<file path="src/rtl/mul_top.sv">
`default_nettype none
// ============================================================================
//  Module      : mul_top
//  Description : Two-stage pipelined signed multiplier. Operands are
//                registered, multiplied by a radix-4 Booth core (partial
//                products reduced with carry-save adders, then one
//                carry-propagate add), and the full-width product is
//                registered on the next edge. One product per clock,
//                latency of two clocks.
//  Ports       : clk    - clock, rising edge active
//                rst_n  - asynchronous active-low reset
//                a      - WIDTH-bit signed multiplicand
//                b      - WIDTH-bit signed multiplier
//                out    - 2*WIDTH-bit registered signed product
//  Revision    : 1.0 - initial release
// ============================================================================
module mul_top #(
  parameter int WIDTH = 6
) (
  input  logic               clk,
  input  logic               rst_n,
  input  logic [WIDTH-1:0]   a,
  input  logic [WIDTH-1:0]   b,
  output logic [2*WIDTH-1:0] out
);

  localparam int PW  = 2 * WIDTH;        // product width
  localparam int NPP = (WIDTH + 1) / 2;  // number of Booth partial products
  localparam int BW  = 2 * NPP;          // multiplier width rounded up to even

  // --------------------------------------------------------------------------
  // Stage 1: operand registers
  // --------------------------------------------------------------------------
  logic [WIDTH-1:0] a_d, a_q;
  logic [WIDTH-1:0] b_d, b_q;
  logic [PW-1:0]    out_d, out_q;

  always_comb begin
    a_d = a;
    b_d = b;
  end

  // --------------------------------------------------------------------------
  // Booth recoding
  // --------------------------------------------------------------------------
  logic [BW-1:0] b_sx;    // multiplier sign-extended to an even width
  logic [BW:0]   b_ext;   // with the implicit zero below the LSB
  logic [PW-1:0] a_sx;    // multiplicand sign-extended to product width
  logic [PW-1:0] a2_sx;   // 2a, formed at full width so a = most-negative
                          // value does not lose its sign bit

  assign b_sx  = BW'(signed'(b_q));
  assign b_ext = {b_sx, 1'b0};
  assign a_sx  = PW'(signed'(a_q));
  assign a2_sx = a_sx << 1;

  logic [PW-1:0] pp [NPP];

  for (genvar i = 0; i < NPP; i++) begin : g_pp
    logic [2:0]    trip;
    logic [PW-1:0] sel;

    // Overlapping triplet {b[2i+1], b[2i], b[2i-1]}
    assign trip = b_ext[2*i+2 -: 3];

    always_comb begin
      sel = '0;
      case (trip)
        3'b001, 3'b010: sel = a_sx;
        3'b011:         sel = a2_sx;
        3'b100:         sel = -a2_sx;
        3'b101, 3'b110: sel = -a_sx;
        default:        sel = '0;
      endcase
    end

    // Weight of group i is 4^i; bits shifted past the product width are
    // discarded, which is exact for a modulo-2^PW result.
    assign pp[i] = sel << (2 * i);
  end

  // --------------------------------------------------------------------------
  // Carry-save reduction followed by a single carry-propagate add
  // --------------------------------------------------------------------------
  logic [PW-1:0] cs_sum, cs_carry;

  always_comb begin
    logic [PW-1:0] t_s;
    logic [PW-1:0] t_c;
    t_s      = '0;
    t_c      = '0;
    cs_sum   = pp[0];
    cs_carry = '0;
    for (int i = 1; i < NPP; i++) begin
      t_s      = cs_sum ^ cs_carry ^ pp[i];
      t_c      = ((cs_sum & cs_carry) | (cs_sum & pp[i]) | (cs_carry & pp[i])) << 1;
      cs_sum   = t_s;
      cs_carry = t_c;
    end
    out_d = cs_sum + cs_carry;
  end

  // --------------------------------------------------------------------------
  // Pipeline registers
  // --------------------------------------------------------------------------
  always_ff @(posedge clk or negedge rst_n) begin
    if (!rst_n) begin
      a_q   <= '0;
      b_q   <= '0;
      out_q <= '0;
    end else begin
      a_q   <= a_d;
      b_q   <= b_d;
      out_q <= out_d;
    end
  end

  assign out = out_q;

endmodule
`default_nettype wire

</file>
<file path="config.mk">
export PLATFORM = sky130hd
export DESIGN_NAME = mul_top
export DESIGN_NICKNAME = d
export VERILOG_FILES = /design/src/rtl/mul_top.sv
export SDC_FILE = /design/constraint.sdc
export NUM_CORES = 1
export LEC_CHECK = 0
export ABC_AREA = 1
export ABC_CLOCK_PERIOD_IN_PS = 4000
export BUFFER_PORTS_ARGS = -buffer_cell sky130_fd_sc_hd__buf_2
export CELL_PAD_IN_SITES_DETAIL_PLACEMENT = 0
export CELL_PAD_IN_SITES_GLOBAL_PLACEMENT = 1
export CORE_MARGIN = 2
export CORE_UTILIZATION = 35
export DETAILED_ROUTE_END_ITERATION = 8
export PLACE_DENSITY = 0.72
export SLEW_MARGIN = 25
export SYNTH_ARGS = -nofsm -noshare
export SYNTH_HDL_FRONTEND = slang
export SYNTH_SLANG_ARGS = --single-unit
</file>
<file path="constraint.sdc">
create_clock -name clk -period 4 [get_ports clk]
set_clock_uncertainty 0.2 [all_clocks]
set_input_delay 0.4 -clock clk [delete_from_list [all_inputs] [get_ports clk]]
set_output_delay 0.4 -clock clk [all_outputs]
set_load 0.01 [all_outputs]
</file>
==> results of run 1 <==
how the worst min path moves through the flow:
stage                      from     end  slack (ns)  depth (start not counted)
final                      b[1]  b_q[1]        0.02                          1
after CTS                  a[3]  a_q[3]        0.02                          1
after global placement    rst_n  out[1]        0.21                          1
after floorplan           rst_n  a_q[0]        -0.1                          0
after detailed placement  rst_n  out[1]        0.22                          1
after global routing       b[5]  b_q[5]       0.002                          1
kinds of logic after synthesis:
kind of cell | Yosys count | share of synthesized area (%)
compound gates | 47 | 14.8
xor+xnor | 7 | 3.09
fa+ha+maj | 26 | 19.4
buf+inv | 45 | 8.51
flops | 24 | 30.3
simple gates | 99 | 24.0
per-layer routing:
metal  wire [um]  vias to the layer above  global-route usage [%]
li1            -                      880                       -
met1        2360                      830                    26.0
met2        2270                       53                    27.5
met3         183                        9                    1.48
met4         125                        0                    6.90
met5           0                        -                       0
power by group:
part	internal [uW]	leakage, uW	switching [uW]	total, uW
sequential	296	0.000283	18.4	314
clock	134	0.0000357	84.0	218
combinational	172	0.000908	252	424
total	602	0.00123	355	956
what timing repair did:
item	in CTS	in global routing
hold buffers	1	0
resized for setup	0	9
endpoints found under the hold margin	24	0
endpoints found under the setup margin	0	3
placed cells by master (no fill, tap or decap), types with 5 or more instances in the layout:
cell type  instances
a21oi_1            9
buf_2             25
dfrtp_1           24
fa_1               8
ha_1              17
inv_1             42
nand2_1           46
nand3_1           16
nor2_1            17
nor2_2             7
nor2_4             5
o211ai_1           6
o21ai_0           13
o221ai_1           6
xor2_1             5
through the flow:
stage	total power, uW	setup WS, ns	utilization (%)
after floorplan	605	0.488	-
after detailed placement	725	0.182	40.2
after CTS	955	0.130	41.7
after global routing	1050	0.00465	42.2
final	956	0.279	42.2
after global placement	731	0.224	40.2
cell usage after synthesis:
master    instances  area (um^2)
nand2_1          46          173
inv_1            43          161
dfrtp_1          24          601
ha_1             18          225
nor2_1           18         67.6
nand3_1          16         80.1
o21ai_0          14         70.1
a21oi_1          12         60.1
fa_1              8          160
nor2_2            7         43.8
o211ai_1          6         45.0
o221ai_1          6         52.6
xor2_1            5         43.8
nor2_4            4         45.0
nand3_2           3         30.0
o22ai_1           3         18.8
a22oi_1           2         15.0
inv_2             2         7.51
nand2_2           2         12.5
xnor2_1           2         17.5
a21boi_0          1         7.51
a221oi_1          1         8.76
a31oi_1           1         6.26
a41oi_1           1         8.76
nand2_4           1         11.3
nand4_1           1         6.26
or2_0             1         6.26
registers in the layout, summed over array words and instances, names as in the netlist:
signal and count:
a_q 6, b_q 6, out 12
critical path: cells and delay by family, from the launching register on:
family          cells  cell delay (ns)
compound gates      2             0.33
xor+xnor            1             0.12
fa+ha+maj           5             1.64
buf+inv             3             0.33
flops               1             0.40
simple gates        6             0.63
cell type report:
type                       instances  area (um^2)  area share, %
multi-input combinational        179         1240           53.5
tap                               72         90.1           3.88
inverter                          45          169           7.27
timing repair buffer              28          150           6.46
clock buffer                       3         41.3           1.78
sequential                        24          601           25.8
clock inverter                     1         30.0           1.29
==> results.toml, run 1 <==
[timing]
slew_viol_final = 0
setup_viol = 0
rsz0062_at_grt = "no"
worstMarginPinSlew_ns = 0.574
fmaxAchievable_ghz = 0.269
slew_headroom_pct = 61.8
finalCritPeriodShare_pct = 93.0
finalSetupTns_ns = 0
final_hold_viol_count = 0
fin_crit_ns = 3.72
hold_slack_ns = 0.0182

[layout]
drive_gt1_share_pct = 20.4
nFillCells = 566
area_growth_pct = 17.1
final_cells = 352
fin_area_um2 = 2320
diodes = 0
nets = 321

[global_routing]
antenna_found_initial = 0
grt_overflow = 0
grt_usage_pct = 17.8
grt_max_degree = 25
grt_pass1_wl_mm = 8.67
grt_pass1_vias = 1826

[place]
dpl.hpwl_mm = 3.84
post_dp_cell_area_um2 = 2210
place.gp.congestion = 0.913
dp.cells = 347
io_buffers = 25

[pwr]
power.density_nw_per_um2 = 412
power.leakage_uw = 0.00123
vdd_drop_max_v = 0.000242

[clocking]
clkSlewWorstSetupHoldPaths_ns = 0.09
cts_tree = "yes"
cts_max_path_buffers = 2
cts.sink_count = 24
cts_htree_levels = 1
post-cts-setup-buffer-count = 0
clkLatencyLatePin_ns = 0.28
cts_buffers = 3
root_buffer = "clkbuf_8"

[worst_setup_path]
critPathMaxFanout = 5
cp-start-kind = "flip-flop"
critPathKind = "reg -> reg"
r2r-end = "out[10]"
critPathArrivalTime_ns = 3.72
critPathCaptureType = "flip-flop"
max_stage_delay_ns = 0.50
cpMaxStageDelayCell = "fa_1"
cp_data_required_time_ns = 4.00
worstRegToRegCells = 17
path_cells = "inv_1, ha_1, inv_1, nor2_4, nor2_2, inv_1, o21ai_1, ha_1, fa_1, ha_1, fa_1, nand3_1, nand2_1, a21oi_1, nor2_1, nor2_1, xnor2_1"
startpoint = "a_q[1]"
rrSetupSlack_ns = 0.28
r2r_start = "a_q[1]"
crit_path_end = "out[10]"

[routing]
first_iter_violations = 156
drt-total-wl_mm = 4.94
ant_nets = 0
route.vias.total = 1772
drt_pre_antenna_iters = 4
wl_per_cell_um = 14.0
vias_per_cell = 5.03
drc = 0

[die]
core_area_um2 = 5510
fp-row-count = 27
io_pins = 26
start_util_pct = 36.0
die_w_um = 79.3
dieArea_um2 = 6290
die_h_um = 79.3

[logic_synthesis]
synth_cells = 248
yosysWarningCount = 0
ys_types = 27
synth.ff_latch_count = 24
synth_nets = 288
synth_area_per_cell_um2 = 8.00
ys_seq_area_share_pct = 30.3
syn_area_um2 = 1980

[outcome]
status = "finished clean"

[run]
cap_violations = 0

[min_path]
hold_path.class = "in -> reg"
No activity file was read; power rests on OpenSTA's default activity.
==> run 2: changes to the inputs <==
Settings changed: SETUP_SLACK_MARGIN from default to 0.5.
==> results.toml, run 2 (synthesized netlist as in run 1, its figures left out) <==
[outcome]
status = "finished clean"

[timing]
hold_slack_ns = 0.0140
finalCritPeriodShare_pct = 85.9
final.setup.worst_slack_ns = 0.563
final_hold_viol_count = 0
worstMarginPinSlew_ns = 0.565
finalSetupTns_ns = 0
fmaxAchievable_ghz = 0.291
slew_headroom_pct = 62.4
setup_viol = 0
fin_crit_ns = 3.44
rsz0062_at_grt = "yes"
slew_viol_final = 0

[layout]
nets = 335
final_cell_mix = "nand2_1, inv_1, buf_2, dfrtp_1"
regArea_um2 = 603
area_growth_pct = 31.9
largest_reg_flops = 12
nFillCells = 529
layout_commonest_cell = "nand2_1"
drive_gt1_share_pct = 33.3
diodes = 0
multiInputGateArea_um2 = 1430

[place]
place.gp.congestion = 0.921
pre_cts_slack_ns = 0.280
io_buffers = 25
dpl.hpwl_mm = 3.87

[routing]
drt_pre_antenna_iters = 5
drc = 0
vias_per_cell = 5.12
first_iter_violations = 104
route.vias.total = 1873
ant_nets = 0
drt-total-wl_mm = 5.26
wl_per_cell_um = 14.4

[clocking]
cts_htree_levels = 1
root_buffer = "clkbuf_8"
clkSlewWorstSetupHoldPaths_ns = 0.10
clkLatencyLatePin_ns = 0.28
cts_tree = "yes"
cts_max_path_buffers = 2
cts.sink_count = 24
cts_buffers = 3

[pwr]
vdd_drop_max_v = 0.000226
seqPwrFrac_pct = 29.7
combPwrFrac_pct = 49.5
power.leakage_uw = 0.00130
p_clk_share_pct = 20.8
p_int_uw = 666
power.switching_uw = 396
power.density_nw_per_um2 = 406
swShare_pct = 37.3

[worst_setup_path]
path_cells = "inv_2, ha_4, inv_2, nor2_4, a21oi_2, a21oi_2, nand2_1, nand3_2, ha_4, fa_1, ha_4, fa_2, nand3_2, nand2_2, a21oi_2, nor2_1, nor2_1, xnor2_1"
cp_data_required_time_ns = 4.00
cp-start-kind = "flip-flop"
path_delay_family = "adder cells"
critPathArrivalTime_ns = 3.43
critPathCaptureType = "flip-flop"
max_stage_delay_ns = 0.50
critPathMaxFanout = 5
critPathKind = "reg -> reg"
cp_num_buf_inv = 2
cpMaxStageDelayCell = "fa_1"

[run]
cap_violations = 0

[global_routing]
grt_pass1_vias = 1850
grt_overflow = 0
grt_usage_pct = 18.0
grt_max_degree = 25
grt_pass1_wl_mm = 8.76
antenna_found_initial = 0

[die]
start_util_pct = 36.0
die_w_um = 79.3
fp-row-count = 27
die_h_um = 79.3
dieArea_um2 = 6290
core_area_um2 = 5510
io_pins = 26

[min_path]
hold_path.class = "in -> reg"
[run 2: cell count changes in the layout (fill, tap and decap cells not counted), moves of 3 or more]
cell / previous run / this run
nand2_1: 46 / 42
inv_2: 3 / 6
nand2_2: 2 / 6
ha_4: 0 / 7
buf_4: 2 / 16
a21oi_1: 9 / 6
o21ai_0: 13 / 10
inv_1: 42 / 39
ha_1: 17 / 11
[run 2: power groups by stage]
stage	Combinational (uW)	Clock, uW	Sequential, uW
after floorplan	260	0	345
after global placement	412	0	318
after detailed placement	406	0	318
after CTS	472	229	316
after global routing	591	236	322
final	525	221	316
[run 2: area by class of cell]
type,instances,area share (%)
clock inverter,1,1.15
inverter,45,6.45
timing repair buffer,42,9.75
multi-input combinational,179,54.6
tap,72,3.44
sequential,24,23.0
clock buffer,3,1.58
[run 2: layer usage]
metal | wire length, um | part of all wire, % | GRT usage, %
met4 | 93 | 1.8 | 7.24
met1 | 2300 | 44 | 25.2
met5 | 0 | 0 | 0
met2 | 2540 | 48 | 28.5
met3 | 335 | 6.4 | 1.82
[run 2: metrics by stage]
step,cells,util [%],area [um^2],power (uW)
global route,366,47.5,2620,1150
detailed placement,346,40.2,2210,724
floorplan,248,-,1990,605
global placement,346,40.2,2210,730
finish,366,47.5,2620,1060
CTS,357,44.3,2440,1020
[run 2: path summary, 6_finish.rpt]
kind,slack [ns],cells past startpoint,from,end
max reg2reg,0.56,18,a_q[1],out[10]
min in group asynchronous,0.43,2,rst_n,b_q[1]
min,0.01,1,b[2],b_q[2]
max in group asynchronous,2.74,2,rst_n,a_q[2]
min reg2reg,0.38,2,b_q[0],out[0]
max,0.56,18,a_q[1],out[10]
[run 2: repair_timing]
| action | in CTS | in global routing |
|---|---|---|
| setup endpoints to repair | 5 | 5 |
| endpoints found under the hold margin | 24 | 0 |
| setup buffers | 6 | 9 |
| hold buffers | 1 | 0 |
| pin swaps | 2 | 19 |
| cloned | 0 | 0 |
| resized for setup | 21 | 27 |
==> run 3: changes to the inputs <==
Settings changed: CORE_UTILIZATION 35 to 40, PLACE_DENSITY 0.72 to 0.8.
==> results.toml, run 3 (synthesized netlist as in run 1, its figures left out) <==
[routing]
drc = 0
route.vias.total = 1817
vias_per_cell = 5.15
ant_nets = 0
wl_per_cell_um = 14.4
drt_pre_antenna_iters = 6
first_iter_violations = 122
drt-total-wl_mm = 5.09

[global_routing]
grt_overflow = 0
grt_pass1_vias = 1775
grt_max_degree = 25
grt_pass1_wl_mm = 8.36
grt_usage_pct = 20.2
antenna_found_initial = 0

[timing]
worstMarginPinSlew_ns = 0.575
finalSetupTns_ns = 0
fmaxAchievable_ghz = 0.286
setup_viol = 0
rsz0062_at_grt = "yes"
fin_crit_ns = 3.50
slew_headroom_pct = 61.7
finalCritPeriodShare_pct = 87.6
slew_viol_final = 0
final.setup.worst_slack_ns = 0.498
final_hold_viol_count = 0

[layout]
area_growth_pct = 27.7
diodes = 0
layout_commonest_cell = "nand2_1"
largest_reg_flops = 12
final_cell_mix = "nand2_1, inv_1, buf_2, dfrtp_1, nor2_1"
nets = 327
drive_gt1_share_pct = 30.8

[clocking]
cts.sink_count = 24
clkLatencyLatePin_ns = 0.27
cts_tree = "yes"
cts_htree_levels = 1
cts_buffers = 3
root_buffer = "clkbuf_8"
cts_max_path_buffers = 2
clkSlewWorstSetupHoldPaths_ns = 0.09

[min_path]
worstHoldStart = "a[2]"
hold_path_depth = 1
hold_path.class = "in -> reg"
min_to = "a_q[2]"

[die]
die_h_um = 74.4
dieArea_um2 = 5540
die_w_um = 74.4
core_area_um2 = 4750
start_util_pct = 41.7
fp-row-count = 25
io_pins = 26

[place]
place.gp.congestion = 0.868
io_buffers = 25
dpl.hpwl_mm = 3.79
pre_cts_slack_ns = 0.195

[pwr]
power.density_nw_per_um2 = 420
vdd_drop_max_v = 0.000233
power.leakage_uw = 0.00126

[worst_setup_path]
max_stage_delay_ns = 0.50
startpoint = "a_q[1]"
worstRegToRegCells = 17
cp_num_buf_inv = 3
r2r-end = "out[10]"
path_delay_family = "adder cells"
critPathArrivalTime_ns = 3.51
path_common_cell = "ha_4"
cp_data_required_time_ns = 4.00
r2r_start = "a_q[1]"
rrSetupSlack_ns = 0.50
critPathKind = "reg -> reg"
critPathMaxFanout = 4
critPathCaptureType = "flip-flop"
cp-start-kind = "flip-flop"
cpMaxStageDelayCell = "fa_1"
path_cells = "inv_2, ha_4, inv_2, nor2_4, nor2_2, inv_1, o21ai_1, ha_4, fa_1, ha_4, fa_2, nand3_2, nand2_2, a21oi_2, nor2_1, nor2_1, xnor2_1"

[outcome]
status = "finished clean"

[run]
cap_violations = 0
-- run 3: cell types whose count changed in the layout (fill, tap and decap cells not counted), sizes merged --
cell and change:
buf -8
-- run 3: worst max path at each step --
stage                     cells past startpoint  slack [ns]       to
after global routing                         21        0.33  out[11]
after global placement                       21        0.19  out[11]
after CTS                                    15        0.51  out[10]
after floorplan                              18        0.56  out[10]
after detailed placement                     21        0.20  out[11]
final                                        17        0.50  out[10]
-- run 3: per-stage QoR --
stage                     utilization [%]  hold WS [ns]  total power, uW  instance area, um^2  instances
after floorplan                         -       -0.0956              605                 1990        248
after global placement               46.4         0.212              727                 2200        341
after detailed placement             46.4         0.234              723                 2200        341
after CTS                            50.1        0.0173              980                 2380        351
after global routing                 53.3       0.00886             1150                 2530        353
final                                53.3        0.0211             1060                 2530        353
-- run 3: worst reg2reg max path: cells and delay by family, from the launching register on --
| kind | cells | cell delay (ns) |
|---|---|---|
| fa+ha+maj | 5 | 1.49 |
| compound gates | 2 | 0.39 |
| simple gates | 6 | 0.56 |
| xor+xnor | 1 | 0.12 |
| flops | 1 | 0.43 |
| buf+inv | 3 | 0.25 |
-- run 3: layer usage --
metal / vias to the layer above / wire [um] / track usage (%)
met5: - / 0 / 0
met4: 0 / 90 / 6.35
met3: 9 / 207 / 2.17
met2: 65 / 2400 / 33.9
met1: 847 / 2390 / 27.3
li1: 896 / - / -
-- run 3: layout make-up --
class / count / area (um^2)
clock buffer: 3 / 41.3
tap: 67 / 83.8
inverter: 45 / 169
sequential: 24 / 603
fill: 449 / 2220
timing repair buffer: 34 / 195
multi-input combinational: 179 / 1410
clock inverter: 1 / 30.0
-- run 3: what timing repair did --
item                       CTS  global route
hold buffers                 1             0
pin swaps                    2            19
setup endpoints to repair    5             5
gates resized for setup     16            29
hold endpoints to repair    24             0
setup buffers                5             2
-- run 3: power by group --
part	internal, uW	switching (uW)
Clock	134	87.2
Sequential	296	19.2
Combinational	232	295
Total	663	402
